[config.mk]
export PLATFORM = sky130hd
export DESIGN_NAME = control_unit_mp
export DESIGN_NICKNAME = d
export VERILOG_FILES = /design/src/rtl/control_unit_mp.sv
export SDC_FILE = /design/constraint.sdc
export NUM_CORES = 1
export LEC_CHECK = 0
export CAP_MARGIN = 25
export CORE_UTILIZATION = 55
export DETAILED_ROUTE_END_ITERATION = 10
export PLACE_DENSITY = 0.93
export REMOVE_ABC_BUFFERS = 1
export SYNTH_ARGS = -nofsm -noshare
export SYNTH_HDL_FRONTEND = slang
export SYNTH_SLANG_ARGS = --single-unit
[constraint.sdc]
create_clock -name clk -period 4.55 [get_ports clk]
set_input_delay 0.91 -clock clk [delete_from_list [all_inputs] [get_ports clk]]
set_output_delay 0.91 -clock clk [all_outputs]
set_load 0.005 [all_outputs]
[src/rtl/control_unit_mp.sv]
// control_unit_mp: byte-stream command decoder driving N DSP pipelines.
// Define CONTROL_UNIT_CHECKSUM_EN to require a trailing XOR checksum byte.
module control_unit_mp #(
  parameter int N_PIPELINES    = 2,
  parameter int N_BLOCKS       = 32,
  parameter int REG_ADDR_WIDTH = 4,
  parameter int DATA_WIDTH     = 16,
  parameter int INSTR_WIDTH    = 32,
  parameter int TIMEOUT_CYCLES = 65535,
  localparam int BW = (N_BLOCKS > 1) ? $clog2(N_BLOCKS) : 1
) (
  input  logic                      clk,
  input  logic                      reset,
  input  logic [7:0]                in_byte,
  input  logic                      in_ready,
  output logic                      next,
  output logic [BW-1:0]             block_target,
  output logic [REG_ADDR_WIDTH-1:0] reg_target,
  output logic [DATA_WIDTH-1:0]     data_out,
  output logic [INSTR_WIDTH-1:0]    instr_out,
  output logic [N_PIPELINES-1:0]    block_instr_write,
  output logic [N_PIPELINES-1:0]    block_reg_write,
  input  logic [N_PIPELINES-1:0]    reg_write_ack,
  output logic [N_PIPELINES-1:0]    block_reg_update,
  output logic [N_PIPELINES-1:0]    alloc_sram_delay,
  output logic [N_PIPELINES-1:0]    reset_pipeline,
  output logic                      swap_pipelines,
  input  logic                      pipelines_swapping,
  output logic                      set_input_gain,
  output logic                      set_output_gain,
  output logic                      busy,
  output logic                      invalid,
  output logic                      timeout
);

  localparam int DB = DATA_WIDTH / 8;
  localparam int IB = INSTR_WIDTH / 8;
  localparam int CW = $clog2(TIMEOUT_CYCLES + 1);

  localparam logic [3:0] OP_WI = 4'd1;
  localparam logic [3:0] OP_WR = 4'd2;
  localparam logic [3:0] OP_UR = 4'd3;
  localparam logic [3:0] OP_AD = 4'd4;
  localparam logic [3:0] OP_SW = 4'd5;
  localparam logic [3:0] OP_RP = 4'd6;
  localparam logic [3:0] OP_IG = 4'd7;
  localparam logic [3:0] OP_OG = 4'd8;

  typedef enum logic [3:0] {
    S_READY,
    S_DECODE,
    S_BLOCK,
    S_REG,
    S_DATA,
    S_INSTR,
`ifdef CONTROL_UNIT_CHECKSUM_EN
    S_CSUM,
`endif
    S_EXEC,
    S_REG_WAIT,
    S_SWAP_RISE,
    S_SWAP_FALL
  } state_t;

`ifdef CONTROL_UNIT_CHECKSUM_EN
  localparam state_t S_FIN = S_CSUM;
`else
  localparam state_t S_FIN = S_EXEC;
`endif

  state_t                    state_q, state_d;
  logic [7:0]                cmd_q, cmd_d;
  logic [BW-1:0]             block_q, block_d;
  logic [REG_ADDR_WIDTH-1:0] reg_q, reg_d;
  logic [DATA_WIDTH-1:0]     data_q, data_d;
  logic [INSTR_WIDTH-1:0]    instr_q, instr_d;
  logic [3:0]                bcnt_q, bcnt_d;
  logic [CW-1:0]             cnt_q, cnt_d;
  logic                      guard_q, guard_d;
`ifdef CONTROL_UNIT_CHECKSUM_EN
  logic [7:0]                csum_q, csum_d;
`endif

  logic [3:0]             op;
  logic [3:0]             p;
  logic [N_PIPELINES-1:0] p_sel;
  logic                   p_ok;
  logic                   accept_st;
  logic                   wait_st;
  logic                   consume;
  logic                   to_hit;
  logic                   ack_p;

  assign op = cmd_q[7:4];
  assign p  = cmd_q[3:0];
  assign p_ok = {28'd0, p} < 32'(N_PIPELINES);

  always_comb begin
    for (int i = 0; i < N_PIPELINES; i++) begin
      p_sel[i] = (p == 4'(i));
    end
  end

  assign accept_st = (state_q == S_READY) || (state_q == S_BLOCK) ||
                     (state_q == S_REG)   || (state_q == S_DATA)  ||
`ifdef CONTROL_UNIT_CHECKSUM_EN
                     (state_q == S_CSUM)  ||
`endif
                     (state_q == S_INSTR);
  assign wait_st = (accept_st && state_q != S_READY) ||
                   (state_q == S_REG_WAIT) ||
                   (state_q == S_SWAP_RISE) ||
                   (state_q == S_SWAP_FALL);
  assign consume = !reset && accept_st && in_ready && !guard_q;
  assign to_hit  = (cnt_q == CW'(TIMEOUT_CYCLES - 1));
  // cnt_q is zero only in the first REG_WAIT cycle, where ack is ignored
  assign ack_p   = |(reg_write_ack & p_sel) && (cnt_q != '0);
  assign next    = consume;
  assign busy    = (state_q != S_READY);
  assign block_target = block_q;
  assign reg_target   = reg_q;
  assign data_out     = data_q;
  assign instr_out    = instr_q;

  always_comb begin
    state_d = state_q;
    cmd_d   = cmd_q;
    block_d = block_q;
    reg_d   = reg_q;
    data_d  = data_q;
    instr_d = instr_q;
    bcnt_d  = bcnt_q;
    guard_d = consume;
    block_instr_write = '0;
    block_reg_write   = '0;
    block_reg_update  = '0;
    alloc_sram_delay  = '0;
    reset_pipeline    = '0;
    swap_pipelines    = 1'b0;
    set_input_gain    = 1'b0;
    set_output_gain   = 1'b0;
    invalid           = 1'b0;
    timeout           = 1'b0;
`ifdef CONTROL_UNIT_CHECKSUM_EN
    csum_d = csum_q;
    if (consume) begin
      csum_d = (state_q == S_READY) ? in_byte : (csum_q ^ in_byte);
    end
`endif

    unique case (state_q)
      S_READY: begin
        if (consume) begin
          cmd_d   = in_byte;
          state_d = S_DECODE;
        end
      end
      S_DECODE: begin
        bcnt_d  = '0;
        state_d = S_READY;
        unique case (op)
          OP_WI, OP_WR, OP_UR: begin
            if (p_ok) state_d = S_BLOCK;
            else invalid = 1'b1;
          end
          OP_AD: begin
            if (p_ok) state_d = S_DATA;
            else invalid = 1'b1;
          end
          OP_RP: begin
            if (p_ok) state_d = S_FIN;
            else invalid = 1'b1;
          end
          OP_SW:        state_d = S_FIN;
          OP_IG, OP_OG: state_d = S_DATA;
          default:      invalid = 1'b1;
        endcase
      end
      S_BLOCK: begin
        if (consume) begin
          block_d = in_byte[BW-1:0];
          state_d = (op == OP_WI) ? S_INSTR : S_REG;
        end else if (to_hit) begin
          timeout = 1'b1;
          state_d = S_READY;
        end
      end
      S_REG: begin
        if (consume) begin
          reg_d   = in_byte[REG_ADDR_WIDTH-1:0];
          state_d = S_DATA;
        end else if (to_hit) begin
          timeout = 1'b1;
          state_d = S_READY;
        end
      end
      S_DATA: begin
        if (consume) begin
          data_d = (data_q << 8) | DATA_WIDTH'(in_byte);
          bcnt_d = bcnt_q + 4'd1;
          if (bcnt_q == 4'(DB - 1)) begin
            bcnt_d  = '0;
            state_d = S_FIN;
          end
        end else if (to_hit) begin
          timeout = 1'b1;
          state_d = S_READY;
        end
      end
      S_INSTR: begin
        if (consume) begin
          instr_d = (instr_q << 8) | INSTR_WIDTH'(in_byte);
          bcnt_d  = bcnt_q + 4'd1;
          if (bcnt_q == 4'(IB - 1)) begin
            bcnt_d  = '0;
            state_d = S_FIN;
          end
        end else if (to_hit) begin
          timeout = 1'b1;
          state_d = S_READY;
        end
      end
`ifdef CONTROL_UNIT_CHECKSUM_EN
      S_CSUM: begin
        if (consume) begin
          if (in_byte == csum_q) begin
            state_d = S_EXEC;
          end else begin
            invalid = 1'b1;
            state_d = S_READY;
          end
        end else if (to_hit) begin
          timeout = 1'b1;
          state_d = S_READY;
        end
      end
`endif
      S_EXEC: begin
        state_d = S_READY;
        unique case (op)
          OP_WI: block_instr_write = p_sel;
          OP_WR: begin
            block_reg_write = p_sel;
            state_d         = S_REG_WAIT;
          end
          OP_UR: block_reg_update = p_sel;
          OP_AD: alloc_sram_delay = p_sel;
          OP_SW: begin
            swap_pipelines = 1'b1;
            state_d        = S_SWAP_RISE;
          end
          OP_RP: reset_pipeline  = p_sel;
          OP_IG: set_input_gain  = 1'b1;
          OP_OG: set_output_gain = 1'b1;
          default: ;
        endcase
      end
      S_REG_WAIT: begin
        block_reg_write = p_sel;
        if (ack_p) begin
          state_d = S_READY;
        end else if (to_hit) begin
          block_reg_write = '0;
          timeout         = 1'b1;
          state_d         = S_READY;
        end
      end
      S_SWAP_RISE: begin
        if (pipelines_swapping) begin
          state_d = S_SWAP_FALL;
        end else if (to_hit) begin
          timeout = 1'b1;
          state_d = S_READY;
        end
      end
      S_SWAP_FALL: begin
        if (!pipelines_swapping) begin
          state_d = S_READY;
        end else if (to_hit) begin
          timeout = 1'b1;
          state_d = S_READY;
        end
      end
      default: state_d = S_READY;
    endcase

    if (consume || state_d != state_q) cnt_d = '0;
    else if (wait_st)                  cnt_d = cnt_q + 1'b1;
    else                               cnt_d = '0;
  end

  always_ff @(posedge clk) begin
    if (reset) begin
      state_q <= S_READY;
      cmd_q   <= '0;
      block_q <= '0;
      reg_q   <= '0;
      data_q  <= '0;
      instr_q <= '0;
      bcnt_q  <= '0;
      cnt_q   <= '0;
      guard_q <= 1'b0;
`ifdef CONTROL_UNIT_CHECKSUM_EN
      csum_q  <= '0;
`endif
    end else begin
      state_q <= state_d;
      cmd_q   <= cmd_d;
      block_q <= block_d;
      reg_q   <= reg_d;
      data_q  <= data_d;
      instr_q <= instr_d;
      bcnt_q  <= bcnt_d;
      cnt_q   <= cnt_d;
      guard_q <= guard_d;
`ifdef CONTROL_UNIT_CHECKSUM_EN
      csum_q  <= csum_d;
`endif
    end
  end

endmodule
# ---- Word-level counts from Yosys, hierarchy flattened
# Cells that the tools add are included.
dict set report classes {
  add_sub_neg 2
  n_lt_le_gt_ge 1
  eq_ne 24
  muxes 50
  n_bitwise 4
  n_reduce_logical 33
}
# operator count
set op_table {}
lappend op_table {{2-to-1 mux 4 bit} 15}
lappend op_table {{one-hot mux 4 bit (10 select lines)} 1}
lappend op_table {{== test 4 x 3 -> 1 bit (second input constant)} 8}
lappend op_table {{OR 32 x 8 -> 32 bit} 1}
lappend op_table {{2-to-1 mux 2 bit} 12}
lappend op_table {{== test 4 x 2 -> 1 bit (second input constant)} 5}
lappend op_table {{adder 16 x 1 -> 16 bit (second input constant)} 1}
lappend op_table {{== test 16 bit (second input constant)} 1}
lappend op_table {{== test 4 x 1 -> 1 bit (second input constant)} 4}
lappend op_table {{OR 16 x 8 -> 16 bit} 1}
lappend op_table {{nonzero test 16 bit} 1}
lappend op_table {{one-hot mux 3 bit (5 select lines)} 1}
lappend op_table {{2-to-1 mux 1 bit} 13}
lappend op_table {{== test 4 bit (second input constant)} 3}
lappend op_table {{one-hot mux 4 bit (3 select lines)} 1}
lappend op_table {{AND reduction 2 bit} 5}
lappend op_table {{2-to-1 mux 3 bit} 3}
lappend op_table {{OR reduction 3 bit} 3}
lappend op_table {{zero test 4 bit} 2}
lappend op_table {{logical OR 1 bit} 8}
lappend op_table {{one-hot mux 4 bit (2 select lines)} 1}
lappend op_table {{logical AND 1 bit} 5}
lappend op_table {{OR reduction 5 bit} 1}
lappend op_table {{adder 4 x 1 -> 4 bit (second input constant)} 1}
lappend op_table {{other kinds (14)} 17}
dict set report totals {
  reg_bits 90
  inputBits 14
  out_inout_bits 74
  elab_cells 123
}

# ---- Longest topological paths before layout
# Gate-level depths: netlist (run 1).
dict set report depth {
  ltp_word 13
  ltp_mapped 10
}

# ---- Worst setup path before layout (run 1)
# Ideal clock, no wire load.
dict set report synth_path {
  path_kind {input -> output}
  from {input reset}
  to {output timeout}
  t_arrival_ps 1978
  slack_ps 1662
  cell_stages 5
  n_path_buf 1
  path_cell_list {or3b_1 > clkbuf_1 > a32o_1 > a211oi_1 > nor3_1}
}
dict set report synth_via {
  elab_chain_len 6
}
# element line
set synth_rtl {}
lappend synth_rtl {{from (decl)} 13} ;# input logic reset,
lappend synth_rtl {{zero test 1 bit} 114} ;# assign consume = !reset && accept_st && in_ready && !guard_q;
lappend synth_rtl {{logical AND 1 bit (3 in series)} 114}
lappend synth_rtl {{2-to-1 mux 1 bit} 189} ;# if (consume) begin
lappend synth_rtl {{one-hot mux 1 bit (4 select lines)} 151} ;# unique case (state_q)
lappend synth_rtl {{to (decl)} 33} ;# output logic timeout
# No other way between the ends.

# ---- Worst setup path after layout (run 1)
dict set report layout_path {
  from {input in_ready}
  to {output timeout}
}
dict set report layout_via {
  elab_chain_len 4
}
# element line
set layout_rtl {}
lappend layout_rtl {{from (decl)} 15} ;# input logic in_ready,
lappend layout_rtl {{logical AND 1 bit (2 in series)} 114}
lappend layout_rtl {{2-to-1 mux 1 bit} 189}
lappend layout_rtl {{one-hot mux 1 bit (4 select lines)} 151}
# No other way between the ends.

==> metrics.yaml, run 1 <==
outcome: "completed"
path_depth: 6
synth_cell_types: 55
synth_top_area_frac: 0.440
setup_tns_ps: 0
grt_use_total: 0.272
cts_setup_buffers: 0
postCtsHoldBufs: 0
diodes: 0
cts_buffers: 9
globalRouteMet3Util: 0.0532
grt_pass1_wl_um: 16400
grt.overflow.total: 0
initial_core_util: 0.568
avgRoutedWirePerCell_um: 15.7
gr-usage-met1: 0.328
clockBufferDepth: 2
cp_slowest_cell: "or3b_1"
crit_type: "in2out"
final_common_cell: "nand2_1"
crit_path_start_kind: "primary input"
finalMaxSlewViolations: 0
die_y_um: 88.3
htreeDepth: 3
grt_busiest_layer: "met2"
endpoint: "timeout"
synth_area_um2: 4100
p_per_area_nw_per_um2: 278
ys_seq_area_frac: 0.440
rsz0062_at_grt: "false"
grt_util_met2: 0.466
post-route-util: 0.721
setup_viol: 0
cpLargestDelayFamily: "buffers and inverters"
vias: 3965
cp-end-kind: "primary output"
synth_top_area_cell: "dfxtp_1"
layout_common_cells: "114 x nand2_1, 90 x dfxtp_1, 86 x clkdlybuf4s50_1"
drive_gt1_frac: 0.0596
vdd_drop_max_uv: 286
cts_root_buf: "clkbuf_8"
synth-edff-count: 0
grt_max_degree: 65
vias_per_cell: 5.78
reg2reg_depth: 6
place_congestion: 0.930
core-area_um2: 7210
fmax_mhz: 258
fp-row-count: 31
skew_ps: 8.46
p_leak_nw: 1.77
cts.repair.resized: 0
dr.first_iter.drc_count: 337
dieArea_um2: 7800
post-route-min-period_ps: 3880
rrSetupSlack_ps: 1980
clk_latency_ps: 370
ys_async_sr_fraction: 0
grt_pass1_vias: 3519
arrival_ps: 2970
synth_ff_type: "dfxtp_1"
areaGrowthSynthToFinish_pct: 26.8
path_buf_inv: 2
slew_headroom: 0.494
cap_violations: 0
hold_class: "reg2reg"
nNetsFinal: 601
clkSinkCount: 90
worst_pin_slew_ps: 753
clkTransAtPathRegs_ps: 90
numPortBuffers: 87
syn_inst: 511
path_common_cell: "clkdlybuf4s50_1"
rr_endpoint: "cnt_q[12]$_SDFF_PP0_"
crit_required_ps: 3640
yosys_warnings: 0
hpwl_um: 7390
slowest_delay_ps: 510
synth_area_leaders: "dfxtp_1 44%, nand2_1 10%, a21oi_1 7.1%"
finalWirelength_um: 10800
post-route-period-util: 0.853
drcViolationCount: 0
first_pass_iters: 6
antenna_found_initial: 0
finalHoldViolations: 0
cts_tree: "built"
crit_chain: "clkdlybuf4s50_1, or3b_1, a32o_1, a211oi_1, nor3_1, clkdlybuf4s50_1"
fp.dieW_um: 88.3
cp-startpoint: "in_ready"
path_max_fanout: 7
r2r_start: "cnt_q[11]$_SDFF_PP0_"
ys_ff_latch: 90
ios: 88
syn-mean-instance-area_um2: 8.02
drtAntennaViolNets: 0
[stage by stage]
stage / std cells / hold slack [ps] / cell area, µm² / worst slack, ps / total power [mW]
finish: 686 / 461 / 5200 / 670 / 1.45
global route: 686 / 476 / 5200 / 571 / 1.49
CTS: 685 / 463 / 5180 / 648 / 1.45
detailed placement: 669 / 447 / 4980 / 659 / 0.898
global placement: 669 / 441 / 4980 / 666 / 0.897
floorplan: 478 / 447 / 3950 / 544 / 0.855
[worst min-delay path, stage by stage (launching register included)]
cell and delay (ps):
dfxtp_1 320, nand2_1 50, a21oi_1 50
[sequential cells by signal (all words and copies together) (netlist names)]
| register | cells |
|---|---|
| cnt_q | 16 |
| instr_out | 32 |
| state_q | 4 |
| bcnt_q | 4 |
| data_out | 16 |
| block_target | 5 |
| guard_q | 1 |
| cmd_q | 8 |
| reg_target | 4 |
[synthesized netlist by cell type, types with 2 or more instances]
cell      instances
o211ai_1          2
ha_1              5
xor2_1           11
buf_6             2
nor2b_1           5
buf_2            10
o21ai_0           8
nand2b_1          4
dfxtp_1          90
nand4_1           6
xnor2_1           5
nor4_1           11
nor3_1           28
a21oi_1          58
nor2_1           39
inv_1            11
nand3_1          12
nor4b_1           5
and2_1            2
a211oi_1          5
nor3b_1           2
clkbuf_1         21
and3_1            3
or3_1             3
and4_1            2
mux2i_1          18
nand2_1         114
o21a_1            2
[cell type report]
type | instances | area (µm²)
clock buffer | 10 | 128
tap | 99 | 124
clock inverter | 6 | 75.1
fill | 556 | 2020
multi-input combinational | 377 | 2110
sequential | 90 | 1800
timing repair buffer | 93 | 918
inverter | 11 | 41.3
[routing by layer]
layer	wire [µm]	up-vias
met3	523	28
met1	4430	1906
li1	-	1904
met5	0	-
met2	5520	127
met4	294	0
[kinds of logic (layout without fill, tap and decap cells)]
kind of cell,after synthesis,in the layout,synth area share
AOI/OAI and AO/OA,90,90,0.131
xor gates and xnor gates,16,16,0.0342
DFF,90,90,0.440
buffers and inverters,44,120,0.0470
muxes,19,19,0.0467
and+or+nand+nor,247,247,0.286
adders and majority gates,5,5,0.0153
[how the worst min path moves through the flow]
stage	startpoint	to	slack, ps	depth (start not counted)
detailed placement	instr_out[25]$_SDFFE_PP0P_	instr_out[25]$_SDFFE_PP0P_	450	2
global route	instr_out[28]$_SDFFE_PP0P_	instr_out[28]$_SDFFE_PP0P_	480	2
CTS	instr_out[28]$_SDFFE_PP0P_	instr_out[28]$_SDFFE_PP0P_	460	2
floorplan	data_out[10]$_SDFFE_PP0P_	data_out[10]$_SDFFE_PP0P_	450	2
finish	instr_out[28]$_SDFFE_PP0P_	instr_out[28]$_SDFFE_PP0P_	460	2
global placement	instr_out[28]$_SDFFE_PP0P_	instr_out[28]$_SDFFE_PP0P_	440	2
[power breakdown]
part	switching [mW]	internal [mW]	leakage, nW
registers	0.0107	0.792	0.726
clock network	0.302	0.262	0.0926
logic	0.0460	0.0332	0.955
Power figures use the tool's default switching activity.
==> run 2: changes to the inputs <==
--- a/config.mk
+++ b/config.mk
@@ -8,7 +8,7 @@
 export CAP_MARGIN = 25
 export CORE_UTILIZATION = 55
 export DETAILED_ROUTE_END_ITERATION = 10
-export PLACE_DENSITY = 0.93
+export PLACE_DENSITY = 0.94
 export REMOVE_ABC_BUFFERS = 1
 export SYNTH_ARGS = -nofsm -noshare
 export SYNTH_HDL_FRONTEND = slang
==> metrics.yaml, run 2 (same netlist as run 1, synthesis figures left out) <==
outcome: "completed"
p_leak_nw: 1.77  # about the same
first_pass_iters: 5  # -1
drcViolationCount: 0  # unchanged
antenna_found_initial: 0  # unchanged
p_per_area_nw_per_um2: 277  # -0.45%
cts_buffers: 9  # unchanged
diodes: 0  # unchanged
grt_use_total: 0.278  # +0.00627
fmax_mhz: 256  # -0.63%
dieArea_um2: 7800  # unchanged
grt_max_degree: 68  # +4.6%
crit_path_start_kind: "primary input"
cp_slowest_cell: "or3b_1"
initial_core_util: 0.568  # unchanged
vias: 3947  # -0.45%
postCtsHoldBufs: 0  # unchanged
cp-end-kind: "primary output"
path_max_fanout: 7  # unchanged
vdd_drop_max_uv: 199  # -30%
post-route-period-util: 0.858  # +0.00539
numPortBuffers: 87  # unchanged
clkTransAtPathRegs_ps: 90  # about the same
finalWirelength_um: 10800  # +0.60%
grt.overflow.total: 0  # unchanged
final_common_cell: "nand2_1"
clk_latency_ps: 360  # about the same
clockBufferDepth: 2  # unchanged
avgRoutedWirePerCell_um: 15.8  # +0.90%
path_common_cell: "clkdlybuf4s50_1"
post-route-min-period_ps: 3900  # +24.5 ps
vias_per_cell: 5.77  # -0.16%
layout_common_cells: "114 x nand2_1, 90 x dfxtp_1, 86 x clkdlybuf4s50_1"
cap_violations: 0  # unchanged
core-area_um2: 7210  # unchanged
place_congestion: 0.967  # +4.0%
netSwitchingFraction: 0.245  # -0.00286
setup_viol: 0  # unchanged
rrSetupSlack_ps: 1960  # -20 ps
hold_class: "reg2reg"
cts.repair.resized: 0  # unchanged
crit_type: "in2out"
drtAntennaViolNets: 0  # unchanged
htreeDepth: 3  # unchanged
crit_chain: "clkdlybuf4s50_1, or3b_1, a32o_1, a211oi_1, nor3_1, clkdlybuf4s50_1"
slowest_delay_ps: 500  # about the same
finalMaxSlewViolations: 0  # unchanged
arrival_ps: 2990  # +20 ps
largest_reg_flops: 32  # unchanged
seqPwrFrac: 0.559  # +0.004
clock_power_share: 0.387  # -0.003
areaGrowthSynthToFinish_pct: 26.7  # about the same
hpwl_um: 7500  # +1.5%
total_power_mw: 1.44  # -0.52%
skew_ps: 11.6  # +3.13 ps
fp-row-count: 31  # unchanged
finalHoldViolations: 0  # unchanged
grt_pass1_wl_um: 16900  # +2.6%
setup_tns_ps: 0  # unchanged
placedInstanceArea_um2: 4960  # -0.45%
fin_area_um2: 5190  # about the same
clkSinkCount: 90  # unchanged
power.internal_mw: 1.09  # -0.14%
nNetsFinal: 599  # -0.33%
switching_power_mw: 0.352  # -1.7%
grt_pass1_vias: 3576  # +1.6%
die_y_um: 88.3  # unchanged
ios: 88  # unchanged
slew_headroom: 0.457  # -0.0362
dr.first_iter.drc_count: 401  # +19%
crit_required_ps: 3640  # about the same
cts_setup_buffers: 0  # unchanged
cts_tree: "built"
worst_pin_slew_ps: 807  # +53.8 ps
drive_gt1_frac: 0.0564  # -0.00321
cts_root_buf: "clkbuf_8"
pwr-share-comb: 0.054  # about the same
holdWs_ps: 459  # -2.55 ps
fp.dieW_um: 88.3  # unchanged
rsz0062_at_grt: "false"
==> run 2: cell count changes in the layout (fill, tap and decap cells not counted), sizes merged <==
cell,change
inv,+1
buf,-2
clkinvlp,-1
==> run 2: path summary, 6_finish.rpt <==
kind | start | end | cells past startpoint
hold reg to reg | data_out[13]$_SDFFE_PP0P_ | data_out[13]$_SDFFE_PP0P_ | 2
setup / recovery | in_ready | timeout | 6
hold / removal | data_out[13]$_SDFFE_PP0P_ | data_out[13]$_SDFFE_PP0P_ | 2
setup reg to reg | state_q[0]$_SDFF_PP0_ | cnt_q[8]$_SDFF_PP0_ | 7
==> run 2: power groups by stage <==
| stage | sequential [mW] | combinational (mW) | clock [mW] |
|---|---|---|---|
| floorplan | 0.818 | 0.0364 | 0 |
| global placement | 0.821 | 0.0729 | 0 |
| detailed placement | 0.821 | 0.0756 | 0 |
| CTS | 0.803 | 0.0761 | 0.562 |
| global route | 0.805 | 0.0835 | 0.595 |
| finish | 0.803 | 0.0776 | 0.557 |
==> run 2: final cells by class <==
cell class / count / area [µm²]
multi-input combinational: 377 / 2110
timing repair buffer: 91 / 916
tap: 99 / 124
sequential: 90 / 1800
clock buffer: 10 / 128
fill: 535 / 2020
inverter: 11 / 41.3
clock inverter: 6 / 73.8
==> run 2: stage by stage <==
step / cells / util / worst slack [ps]
floorplan: 478 / - / 544
global placement: 666 / 0.687 / 707
detailed placement: 666 / 0.687 / 664
CTS: 682 / 0.715 / 663
global route: 684 / 0.720 / 535
finish: 684 / 0.720 / 646
==> run 2: metal layers <==
layer	up-vias	share of wire	wire length (µm)	global-route usage
li1	1898	-	-	-
met1	1857	0.41	4410	0.331
met2	164	0.50	5440	0.480
met3	28	0.062	668	0.0616
met4	0	0.029	317	0.129
met5	-	0	0	0
==> run 2: critical path, delay by kind of cell <==
family	cells	cell delay, ps
AOI/OAI and AO/OA	2	540
and+or+nand+nor	2	590
buffers and inverters	2	940
==> run 3: changes to the inputs <==
--- a/config.mk
+++ b/config.mk
@@ -13,3 +13,4 @@
 export SYNTH_ARGS = -nofsm -noshare
 export SYNTH_HDL_FRONTEND = slang
 export SYNTH_SLANG_ARGS = --single-unit
+export TNS_END_PERCENT = 10
==> results of run 3 <==
The final DEF is identical to that of run 2; final timing and power are the same.
